### src/rtl/harvard_bus_pkg.sv
// rtl/harvard_bus_pkg.sv - shared types and helpers for the Harvard-to-shared-bus bridge
package harvard_bus_pkg;

    typedef enum logic [2:0] {
        IDLE,
        FETCH,
        EXEC,
        COMMIT,
        HALT
    } bridge_state_t;

    localparam int MAX_ADDR_W = 64;

    // Clears the byte-offset bits so the bus always sees a word address.
    function automatic logic [MAX_ADDR_W-1:0] word_align(
        input logic [MAX_ADDR_W-1:0] addr,
        input int unsigned           lsb_bits
    );
        return addr & ~((MAX_ADDR_W'(1) << lsb_bits) - MAX_ADDR_W'(1));
    endfunction

endpackage

### src/rtl/harvard_bus_bridge_if.sv
// rtl/harvard_bus_bridge_if.sv - Avalon-style shared memory port with waitrequest
interface harvard_bus_bridge_if #(
    parameter int ADDR_W = 32,
    parameter int DATA_W = 32
);
    localparam int BE_W = DATA_W / 8;

    logic [ADDR_W-1:0] address;
    logic              read;
    logic              write;
    logic [DATA_W-1:0] writedata;
    logic [BE_W-1:0]   byteenable;
    logic              waitrequest;
    logic [DATA_W-1:0] readdata;

    modport master (
        output address, read, write, writedata, byteenable,
        input  waitrequest, readdata
    );

    modport slave (
        input  address, read, write, writedata, byteenable,
        output waitrequest, readdata
    );

endinterface

### src/rtl/harvard_bus_bridge.sv
// rtl/harvard_bus_bridge.sv - serialises a Harvard core's fetch and data ports onto one bus
module harvard_bus_bridge
    import harvard_bus_pkg::*;
#(
    parameter  int ADDR_W = 32,
    parameter  int DATA_W = 32,
    localparam int BE_W   = DATA_W / 8
) (
    input  logic              clk,
    input  logic              reset,
    input  logic              clk_enable,
    input  logic              core_active,
    input  logic              instr_read,
    input  logic [ADDR_W-1:0] instr_address,
    output logic [DATA_W-1:0] instr_readdata,
    input  logic              data_read,
    input  logic              data_write,
    input  logic [ADDR_W-1:0] data_address,
    input  logic [DATA_W-1:0] data_writedata,
    input  logic [BE_W-1:0]   byte_enable,
    output logic [DATA_W-1:0] data_readdata,
    output logic              core_clk_enable,
    output logic              proto_err,
    harvard_bus_bridge_if.master bus
);

    localparam int unsigned ALIGN_BITS = $clog2(BE_W);

    bridge_state_t     state;
    logic [DATA_W-1:0] instr_buf;
    logic [DATA_W-1:0] data_buf;
    logic              perr;
    logic              has_data;
    logic              data_done;

    // The core holds instr_read high whenever it runs, so every sequence fetches.
    logic unused_instr_read;
    assign unused_instr_read = instr_read;

    assign has_data  = data_read | data_write;
    assign data_done = !has_data || !bus.waitrequest;

    always_ff @(posedge clk or negedge reset) begin
        if (!reset) begin
            state     <= IDLE;
            instr_buf <= '0;
            data_buf  <= '0;
            perr      <= 1'b0;
        end else begin
            case (state)
                IDLE: begin
                    if (!core_active)   state <= HALT;
                    else if (clk_enable) state <= FETCH;
                end
                FETCH: begin
                    if (!bus.waitrequest) begin
                        instr_buf <= bus.readdata;
                        state     <= EXEC;
                    end
                end
                EXEC: begin
                    if (data_read && data_write) perr <= 1'b1;
                    if (data_done) begin
                        // A conflicting read+write performs only the write.
                        if (data_read && !data_write) data_buf <= bus.readdata;
                        state <= COMMIT;
                    end
                end
                COMMIT: begin
                    if (clk_enable) state <= core_active ? FETCH : HALT;
                end
                default: state <= HALT;
            endcase
        end
    end

    // Strobes derive from the async-reset state, so reset drops them without a clock.
    always_comb begin
        bus.read       = 1'b0;
        bus.write      = 1'b0;
        bus.address    = '0;
        bus.writedata  = '0;
        bus.byteenable = '0;
        case (state)
            FETCH: begin
                bus.read       = 1'b1;
                bus.address    = ADDR_W'(word_align(MAX_ADDR_W'(instr_address), ALIGN_BITS));
                bus.byteenable = '1;
            end
            EXEC: begin
                if (data_write) begin
                    bus.write      = 1'b1;
                    bus.address    = ADDR_W'(word_align(MAX_ADDR_W'(data_address), ALIGN_BITS));
                    bus.writedata  = data_writedata;
                    bus.byteenable = byte_enable;
                end else if (data_read) begin
                    bus.read       = 1'b1;
                    bus.address    = ADDR_W'(word_align(MAX_ADDR_W'(data_address), ALIGN_BITS));
                    bus.byteenable = byte_enable;
                end
            end
            default: ;
        endcase
    end

    assign core_clk_enable = (state == COMMIT) && clk_enable;
    assign instr_readdata  = instr_buf;
    assign data_readdata   = data_buf;
    assign proto_err       = perr;

endmodule
### src/flat_wrapper.sv
// flat-port wrapper written by rule: the top's interface ports become plain ports
module harvard_bus_bridge_flat import harvard_bus_pkg::*;
#(
    parameter  int ADDR_W = 32,
    parameter  int DATA_W = 32,
    localparam int BE_W   = DATA_W / 8
)
  (clk, reset, clk_enable, core_active, instr_read, instr_address, instr_readdata, data_read, data_write, data_address, data_writedata, byte_enable, data_readdata, core_clk_enable, proto_err, bus_address, bus_read, bus_write, bus_writedata, bus_byteenable, bus_waitrequest, bus_readdata);
  harvard_bus_bridge_if #(.ADDR_W(ADDR_W), .DATA_W(DATA_W)) bus_i ();
  input  logic clk;
  input  logic reset;
  input  logic clk_enable;
  input  logic core_active;
  input  logic instr_read;
  input  logic [ADDR_W-1:0] instr_address;
  output logic [DATA_W-1:0] instr_readdata;
  input  logic data_read;
  input  logic data_write;
  input  logic [ADDR_W-1:0] data_address;
  input  logic [DATA_W-1:0] data_writedata;
  input  logic [BE_W-1:0] byte_enable;
  output logic [DATA_W-1:0] data_readdata;
  output logic core_clk_enable;
  output logic proto_err;
  output wire logic [$bits(bus_i.address)-1:0] bus_address;
  output wire logic [$bits(bus_i.read)-1:0] bus_read;
  output wire logic [$bits(bus_i.write)-1:0] bus_write;
  output wire logic [$bits(bus_i.writedata)-1:0] bus_writedata;
  output wire logic [$bits(bus_i.byteenable)-1:0] bus_byteenable;
  input wire logic [$bits(bus_i.waitrequest)-1:0] bus_waitrequest;
  input wire logic [$bits(bus_i.readdata)-1:0] bus_readdata;
  assign bus_address = bus_i.address;
  assign bus_read = bus_i.read;
  assign bus_write = bus_i.write;
  assign bus_writedata = bus_i.writedata;
  assign bus_byteenable = bus_i.byteenable;
  assign bus_i.waitrequest = bus_waitrequest;
  assign bus_i.readdata = bus_readdata;
  harvard_bus_bridge #(.ADDR_W(ADDR_W), .DATA_W(DATA_W)) u_core (.clk(clk), .reset(reset), .clk_enable(clk_enable), .core_active(core_active), .instr_read(instr_read), .instr_address(instr_address), .instr_readdata(instr_readdata), .data_read(data_read), .data_write(data_write), .data_address(data_address), .data_writedata(data_writedata), .byte_enable(byte_enable), .data_readdata(data_readdata), .core_clk_enable(core_clk_enable), .proto_err(proto_err), .bus(bus_i));
endmodule
### config.mk
export PLATFORM = sky130hd
export DESIGN_NAME = harvard_bus_bridge_flat
export DESIGN_NICKNAME = d
export VERILOG_FILES = /design/src/rtl/harvard_bus_pkg.sv /design/src/rtl/harvard_bus_bridge_if.sv /design/src/rtl/harvard_bus_bridge.sv /design/src/flat_wrapper.sv
export SDC_FILE = /design/constraint.sdc
export NUM_CORES = 1
export LEC_CHECK = 0
export CAP_MARGIN = 40
export CORE_ASPECT_RATIO = 1.4
export CORE_MARGIN = 10
export CORE_UTILIZATION = 30
export CTS_CLUSTER_DIAMETER = 200
export DETAILED_ROUTE_END_ITERATION = 6
export GPL_ROUTABILITY_DRIVEN = 0
export PLACE_DENSITY = 0.83
export SLEW_MARGIN = 20
export SYNTH_ARGS = -nofsm -noshare
export SYNTH_HDL_FRONTEND = slang
export SYNTH_SLANG_ARGS = --single-unit
### constraint.sdc
create_clock -name clk -period 4.5 [get_ports clk]
set_clock_uncertainty 0.2 [all_clocks]
set_input_delay 0.45 -clock clk [delete_from_list [all_inputs] [get_ports clk]]
set_output_delay 0.45 -clock clk [all_outputs]
set_load 0.01 [all_outputs]
# Word level (Yosys, flattened, before mapping)
# Cells that the tools add are included.
# W data, S select, Z words.
[word_totals]
elab_cells = 45
reg_bits = 68
out_inout_bits = 136
input_bits = 140
[classes]
bitwise_logic = 2
eq_ne = 7
n_mux = 20
reduce_logical = 12
[ops]
columns = ["operator", "n"]
rows = [
  ["$mux W32", 4],
  ["$pmux W32 S2", 1],
  ["$mux W3", 6],
  ["$pmux W3 S4", 1],
  ["$mux W4", 2],
  ["$pmux W4 S2", 1],
  ["$eq A3 B2 Y1 const B", 2],
  ["$mux W1", 4],
  ["$ne A2 B2 Y1 const B", 2],
  ["$reduce_and A2 Y1", 2],
  ["$reduce_and A4 Y1", 1],
  ["$eq A3 B1 Y1 const B", 1],
  ["$logic_and A1 B1 Y1", 3],
  ["$logic_not A1 Y1", 3],
  ["$logic_not A3 Y1", 1],
  ["$ne A3 B3 Y1 const B", 1],
  ["$reduce_and A3 Y1", 1],
  ["$ne A2 B1 Y1 const B", 1],
  ["$pmux W1 S2", 1],
  ["$logic_or A1 B1 Y1", 1],
  ["$not A1 Y1", 1],
  ["$or A1 B1 Y1", 1],
]

# Logic depth before layout (Yosys ltp)
# Gate-level depths: netlist of the first run.
[depth]
depth_word = 5
mapped_depth = 6
mapped_depth_nobuf = 3

# Least setup slack after synthesis of the first run
# Ideal clock, no wire load.
[synth_path]
kind = "register to output"
startpoint = "register u_core.state[2]"
endpoint = "output port bus_address[10]"
t_required_ps = 3850
n_path_buf = 2
stages_incl_launch_ff = 6
slack_ps = 2205
arrival_time_ps = 1645
path_cell_list = "dfrtp_1 buf_2 or3b_4 nor2_1 clkbuf_1 a22o_1"
[synth_between]
elab_chain_len = 2
word_cells_on_any_way = 3
cone_classes = "eq/ne (2); mux (1)"
[synth_lines]
columns = ["element", "line_no", "text"]
rows = [
  ["start, declared", "harvard_bus_bridge.sv:29", "bridge_state_t state;"],
  ["start signal, assigned", "harvard_bus_bridge.sv:70", "if (clk_enable) state <= core_active ? FETCH : HALT;"],
  ["$eq A3 B2 Y1 or $eq A3 B1 Y1 (tied branches)", "harvard_bus_bridge.sv:84", "case (state)"],
  ["$pmux W32 S2 (*)", "harvard_bus_bridge.sv:84", ""],
  ["end, declared", "flat_wrapper.sv:25", "output wire logic [$bits(bus_i.address)-1:0] bus_address;"],
]
# Mark *: on every way between the ends. The rest lies on a longest branch, timed or not.

# Worst setup path after layout of the first run
[layout_path]
startpoint = "register u_core.state[1]"
endpoint = "output port bus_address[3]"
# The elaborated chain is that of the path after synthesis.

==> run summary, run 1 <==
Status: complete, no violations
GR Util met1: 0.169
GRT busiest layer: met2
Crit path arrival time: 2.45 ns
Post-Syn Area: 3310 µm²
Fillers: 893
Die H: 144 µm
FMAX: 0.322 GHz
Crit Reg-Reg Startpoint: u_core.state[1]
IO Pins: 276
Final Hold Viols: 0
Post-synth EDFFs: 0
Post-CTS Setup Inserts: 0
Mean Syn Cell Area: 13.4 µm²
LEAKAGE: 2.83 nW
Post-CTS resize count: 0
# DRC: 0
Slowest cell on crit path: clkdlybuf4s50_1
CP Cell Sequence: or3b_4, nor2_2, buf_4, a22o_1, clkdlybuf4s50_1
Wire per inst: 21.1 µm
Pwr Density: 270 nW/µm²
Antenna cells: 0
Comb power frac: 0.157
Grt met2 use: 0.297
Latest clock arrival within the worst-skew pair: 0.32 ns
Top-count cell post-synth: dfrtp_1
Crit Path Class: reg -> out
CTS H-tree lvls: 3
Antenna viol nets, final: 0
Post-route clock period utilization: 0.689
Num CTS Buffers: 9
Sw Share: 0.202
Pre-Repair DR Iteration Count: 4
Via count: 3103
DP Wirelength: 11500 µm
First-pass GRT wire length: 20100 µm
Vias per inst: 4.71
Hold_buf cts: 1
Number of global-route vias before repair: 3430
Core Box Area: 10800 µm²
Nets@finish: 653
Top cells by area, synth: dfrtp_1 (51%), mux2_4 (14%), mux2_2 (12%), a22o_1 (7.9%), and2_1 (6.1%)
All-Layer GR Usage: 0.170
Remaining Overflow, GRT: 0
CTS tree: yes
Drt initial violations: 56
Worst hold start: u_core.proto_err
IO Port Bufs: 268
Worst setup SP type: flop
CP Data Required Time: 3.85 ns
Start point of the critical path: u_core.state[1]
Psw: 0.354 mW
Bufs on Longest Clock Path: 2
Final Slew Violations: 0
Sequential element share of the synthesized area: 0.515
Max-cap viol count: 0
Area of the die: 15700 µm²
Hold Path Class: reg -> reg
GR Layer Usage met3: 0.0846
Synth Warn #: 0
Yosys reg bits: 68
TritonCTS Sinks: 68
Int Pwr: 1.40 mW
Reg clk slew, reported paths: 0.05 ns
Yosys cell types: 29
Core Util, Final: 0.599
RR Endpoint: u_core.data_readdata[2]
Wirelength, routed: 13900 µm
Ys flop type: dfrtp_1
Synth cell count leaders: dfrtp_1 (68), mux2_2 (34), and2_1 (32)
Initial antenna violation count: 1
Worst Max-Slew Pin Slew: 0.666 ns
Clock share of power: 0.462
Post-synth top area cell: dfrtp_1
Top cell type's share of synthesized area: 0.515
Placement Rows: 45
Setup tns final: 0 ns
Area growth, synth to finish: 95.7%
Flop2flop setup slack: 1.87 ns
Clk Tree Root Cell: clkbuf_16
Share of cells above drive strength 1: 0.178
Worst-path fanout max: 34
Slew HR: 0.556
VDD IR-drop max: 0.000183 V
Setup crit end: bus_address[3]
RSZ-0062 raised after global routing: false
Die Wd: 109 µm
Initial core utilization: 0.306
Worst R2R Path Depth: 4
Fin crit period: 3.10 ns
Max incr delay on CP: 0.56 ns
Final Setup Violations: 0
Async set-reset flop share out of synthesis: 1.00
Critical path endpoint category: primary output
Cell count after synthesis: 246
Sequential Power Share: 0.381
Largest net degree at the start of global routing: 54
per-layer routing:
metal  vias up  share of wire
met5         -        0.00093
met4         2          0.020
met3        21           0.12
met2       180           0.51
met1      1487           0.35
li1       1413              -
power groups by stage:
stage / Sequential [mW] / Clock (mW) / Combinational, mW
after floorplan: 0.692 / 0 / 0.0403
after global placement: 0.674 / 0 / 0.272
after detailed placement: 0.677 / 0 / 0.279
after CTS: 0.667 / 0.825 / 0.280
after global routing: 0.670 / 0.853 / 0.292
final: 0.667 / 0.807 / 0.275
cells in the final DEF (no fill, tap or decap), types with 2 or more instances in the layout:
| master | Yosys | layout |
|---|---|---|
| buf_4 | 3 | 6 |
| dfrtp_1 | 68 | 68 |
| clkdlybuf4s50_1 | 0 | 267 |
| nor2b_1 | 2 | 2 |
| nand2_1 | 3 | 3 |
| mux2_4 | 30 | 30 |
| a22o_1 | 30 | 30 |
| conb_1 | 1 | 2 |
| clkbuf_16 | 0 | 9 |
| a21o_1 | 5 | 5 |
| nand3_1 | 2 | 2 |
| nor2_1 | 5 | 4 |
| mux2_2 | 34 | 34 |
| and2_1 | 32 | 32 |
| bufinv_16 | 0 | 3 |
through the flow:
stage	hold slack [ns]	setup slack (ns)	std cells	instance area, µm²	total power [mW]
final	0.253	1.40	659	6470	1.75
after global routing	0.291	1.30	659	6470	1.82
after CTS	0.261	1.38	659	6470	1.77
after detailed placement	0.183	1.57	642	6110	0.956
after global placement	0.172	1.61	642	6110	0.946
after floorplan	-0.0456	2.21	247	3310	0.733
worst min-delay path by stage:
stage	end	slack, ns	depth (start not counted)
2_1_floorplan	u_core.data_readdata[0]	-0.05	0
3_3_place_gp	u_core.data_readdata[27]	0.17	1
3_5_place_dp	u_core.data_readdata[27]	0.18	1
4_1_cts	u_core.proto_err	0.26	1
5_1_grt	u_core.proto_err	0.29	1
6_report	u_core.proto_err	0.25	1
cells by family (layout without fill, tap and decap cells):
kind of cell | after synthesis | count (layout) | share of synthesized area
buffers and inverters | 21 | 292 | 0.0348
and+or+nand+nor | 50 | 50 | 0.0912
AOI/OAI and AO/OA | 42 | 42 | 0.106
muxes | 64 | 64 | 0.252
DFF | 68 | 68 | 0.515
other | 1 | 2 | 0.00113
layout make-up:
class	count	area, µm²	share of cell area
repair buffers	275	2730	0.422
inverters	1	3.75	0.000580
well taps	141	176	0.0273
flip-flops and latches	68	1700	0.263
multi-input cells	158	1510	0.233
clock buffers	10	239	0.0369
clock inverters	6	111	0.0172
registers in the layout, indices dropped and copies added, names as in the netlist:
register,count
u_core.state,3
u_core.proto_err,1
u_core.data_readdata,32
u_core.instr_readdata,32
critical path, delay by kind of cell, from the launching register on:
kind	cells	cell delay (ns)
AO/OA/AOI/OAI	1	0.20
buffers and inverters	2	0.88
flip-flops	1	0.50
AND/OR/NAND/NOR	2	0.55
(Power assumes the default switching activity.)
==> inputs of run 2 (changes only) <==
Clock period 4.5 ns to 2.89 ns, I/O delays scaled along.
==> run summary, run 2 (synthesis gave the netlist of run 1 again) <==
Placement Rows: 45 (unchanged)
Clk Tree Root Cell: clkbuf_16
Fin cells: 661 (+0.30%)
Core Box Area: 10800 µm² (unchanged)
Slew HR: 0.585 (+0.0290)
PnR worst setup slack: 0.0836 ns (-1.31 ns)
Remaining Overflow, GRT: 0 (unchanged)
Crit path arrival time: 2.32 ns (-0.13 ns)
Antenna viol nets, final: 0 (unchanged)
FMAX: 0.356 GHz
Final Cell Area: 6490 µm² (+0.35%)
Hold Path Class: reg -> reg
Status: complete, no violations
Final Hold Viols: 0 (unchanged)
Number of global-route vias before repair: 3491 (+1.8%)
TritonCTS Sinks: 68 (unchanged)
Drt initial violations: 63 (+13%)
Share of cells above drive strength 1: 0.185 (+0.00736)
Die Wd: 109 µm (unchanged)
Pre-Repair DR Iteration Count: 5 (+1)
Crit Reg-Reg Startpoint: u_core.state[0]
Worst hold start: u_core.proto_err
Fin crit period: 2.81 ns
Via count: 3175 (+2.3%)
Bufs on Longest Clock Path: 2 (unchanged)
Flop2flop setup slack: 0.30 ns (-1.57 ns)
Most frequent cells in the layout: clkdlybuf4s50_1 (266), dfrtp_1 (66), mux2_2 (34), and2_1 (32)
Reg clk slew, reported paths: 0.05 ns (about the same)
Worst-path fanout max: 34 (unchanged)
# DRC: 0 (unchanged)
Latest clock arrival within the worst-skew pair: 0.32 ns (about the same)
Total power: 2.64 mW (+51%)
Area growth, synth to finish: 96.4%
Initial antenna violation count: 2 (+1)
Post-route clock period utilization: 0.971
Wirelength, routed: 13800 µm (-0.58%)
WP buf/inv: 2 (unchanged)
Area after DPL: 6140 µm² (+0.41%)
Worst setup SP type: flop
Initial core utilization: 0.306 (unchanged)
All-Layer GR Usage: 0.169 (-0.000493)
CP Data Required Time: 2.40 ns (-1.45 ns)
Start point of the critical path: u_core.state[0]
Num CTS Buffers: 9 (unchanged)
Critical path endpoint category: primary output
Pwr Density: 407 nW/µm² (+51%)
CTS tree: yes
Nets@finish: 654 (+0.15%)
Slowest cell on crit path: clkdlybuf4s50_1
IO Pins: 276 (unchanged)
Max incr delay on CP: 0.55 ns (about the same)
Vias per inst: 4.80 (+2.0%)
Fin Hold WS: 0.255 ns (+0.00217 ns)
Placed cell count: 642 (unchanged)
Top delay family on crit path: buffers and inverters
Area of the die: 15700 µm² (unchanged)
Largest net degree at the start of global routing: 46 (-15%)
CP Cell Sequence: or3b_4, nor2_2, buf_12, a22o_1, clkdlybuf4s50_1
IO Port Bufs: 268 (unchanged)
Post-Place Setup Slack: 0.292 ns (-1.28 ns)
CTS H-tree lvls: 3 (unchanged)
First-pass GRT wire length: 20300 µm (+1.0%)
Max-cap viol count: 0 (unchanged)
DP Wirelength: 11300 µm (-1.8%)
Crit Path Class: reg -> out
VDD IR-drop max: 0.000246 V (+34%)
LEAKAGE: 2.85 nW (+0.84%)
Wire per inst: 20.9 µm (-0.88%)
Worst Max-Slew Pin Slew: 0.623 ns (-0.0435 ns)
Final Slew Violations: 0 (unchanged)
Final Setup Violations: 0 (unchanged)
Die H: 144 µm (unchanged)
Commonest non-fill, non-tap cell in the layout: clkdlybuf4s50_1
-- run 2: cell count changes in the layout (fill, tap and decap cells not counted), sizes merged --
cell	change
buf	+1
bufinv	-1
clkdlybuf4s50	-1
clkinv	+2
clkinvlp	-1
diode	+1
dlymetal6s2s	+1
-- run 2: timing repair --
action / in CTS / in global routing
resized for setup: 0 / 7
endpoints found under the hold margin: 23 / 0
hold buffers: 1 / 0
endpoints found under the setup margin: 0 / 37
buffers inserted: 0 / 0
-- run 2: metal layers --
| metal | GRT usage | up-vias | wire (µm) |
|---|---|---|---|
| met2 | 0.297 | 183 | 7120 |
| met4 | 0.0612 | 2 | 289 |
| met5 | 0 | - | 13 |
| li1 | - | 1421 | - |
| met3 | 0.0846 | 22 | 1650 |
| met1 | 0.166 | 1547 | 4770 |
-- run 2: final timing paths --
check,cells past startpoint,to
setup reg to reg,4,u_core.data_readdata[12]
min in group asynchronous,2,u_core.instr_readdata[27]
hold / removal,1,u_core.proto_err
hold reg to reg,1,u_core.proto_err
max in group asynchronous,3,u_core.instr_readdata[7]
setup / recovery,5,bus_address[26]
-- run 2: through the flow --
stage                util  setup TNS [ns]
floorplan               -               0
finish              0.601               0
detailed placement  0.568               0
global route        0.600        -0.00616
CTS                 0.599               0
global placement    0.568               0
-- run 2: area by class of cell --
cell class | count | area (µm²)
Multi-Input combinational cell | 158 | 1510
Timing Repair Buffer | 276 | 2770
Inverter | 1 | 3.75
Sequential cell | 68 | 1700
Clock buffer | 10 | 239
Antenna cell | 1 | 2.50
Clock inverter | 6 | 87.6
Fill cell | 886 | 4320
Tap cell | 141 | 176
-- run 2: worst register-to-register path: cells and delay by family (launching register included) --
kind / cells / cell delay, ns
and+or+nand+nor: 2 / 1.08
DFF: 1 / 0.46
buffers and inverters: 1 / 0.34
muxes: 1 / 0.40
-- run 2: power breakdown --
part,internal [mW],switching [mW]
registers,1.01,0.0291
logic,0.302,0.129
clock network,0.778,0.399
total,2.09,0.557
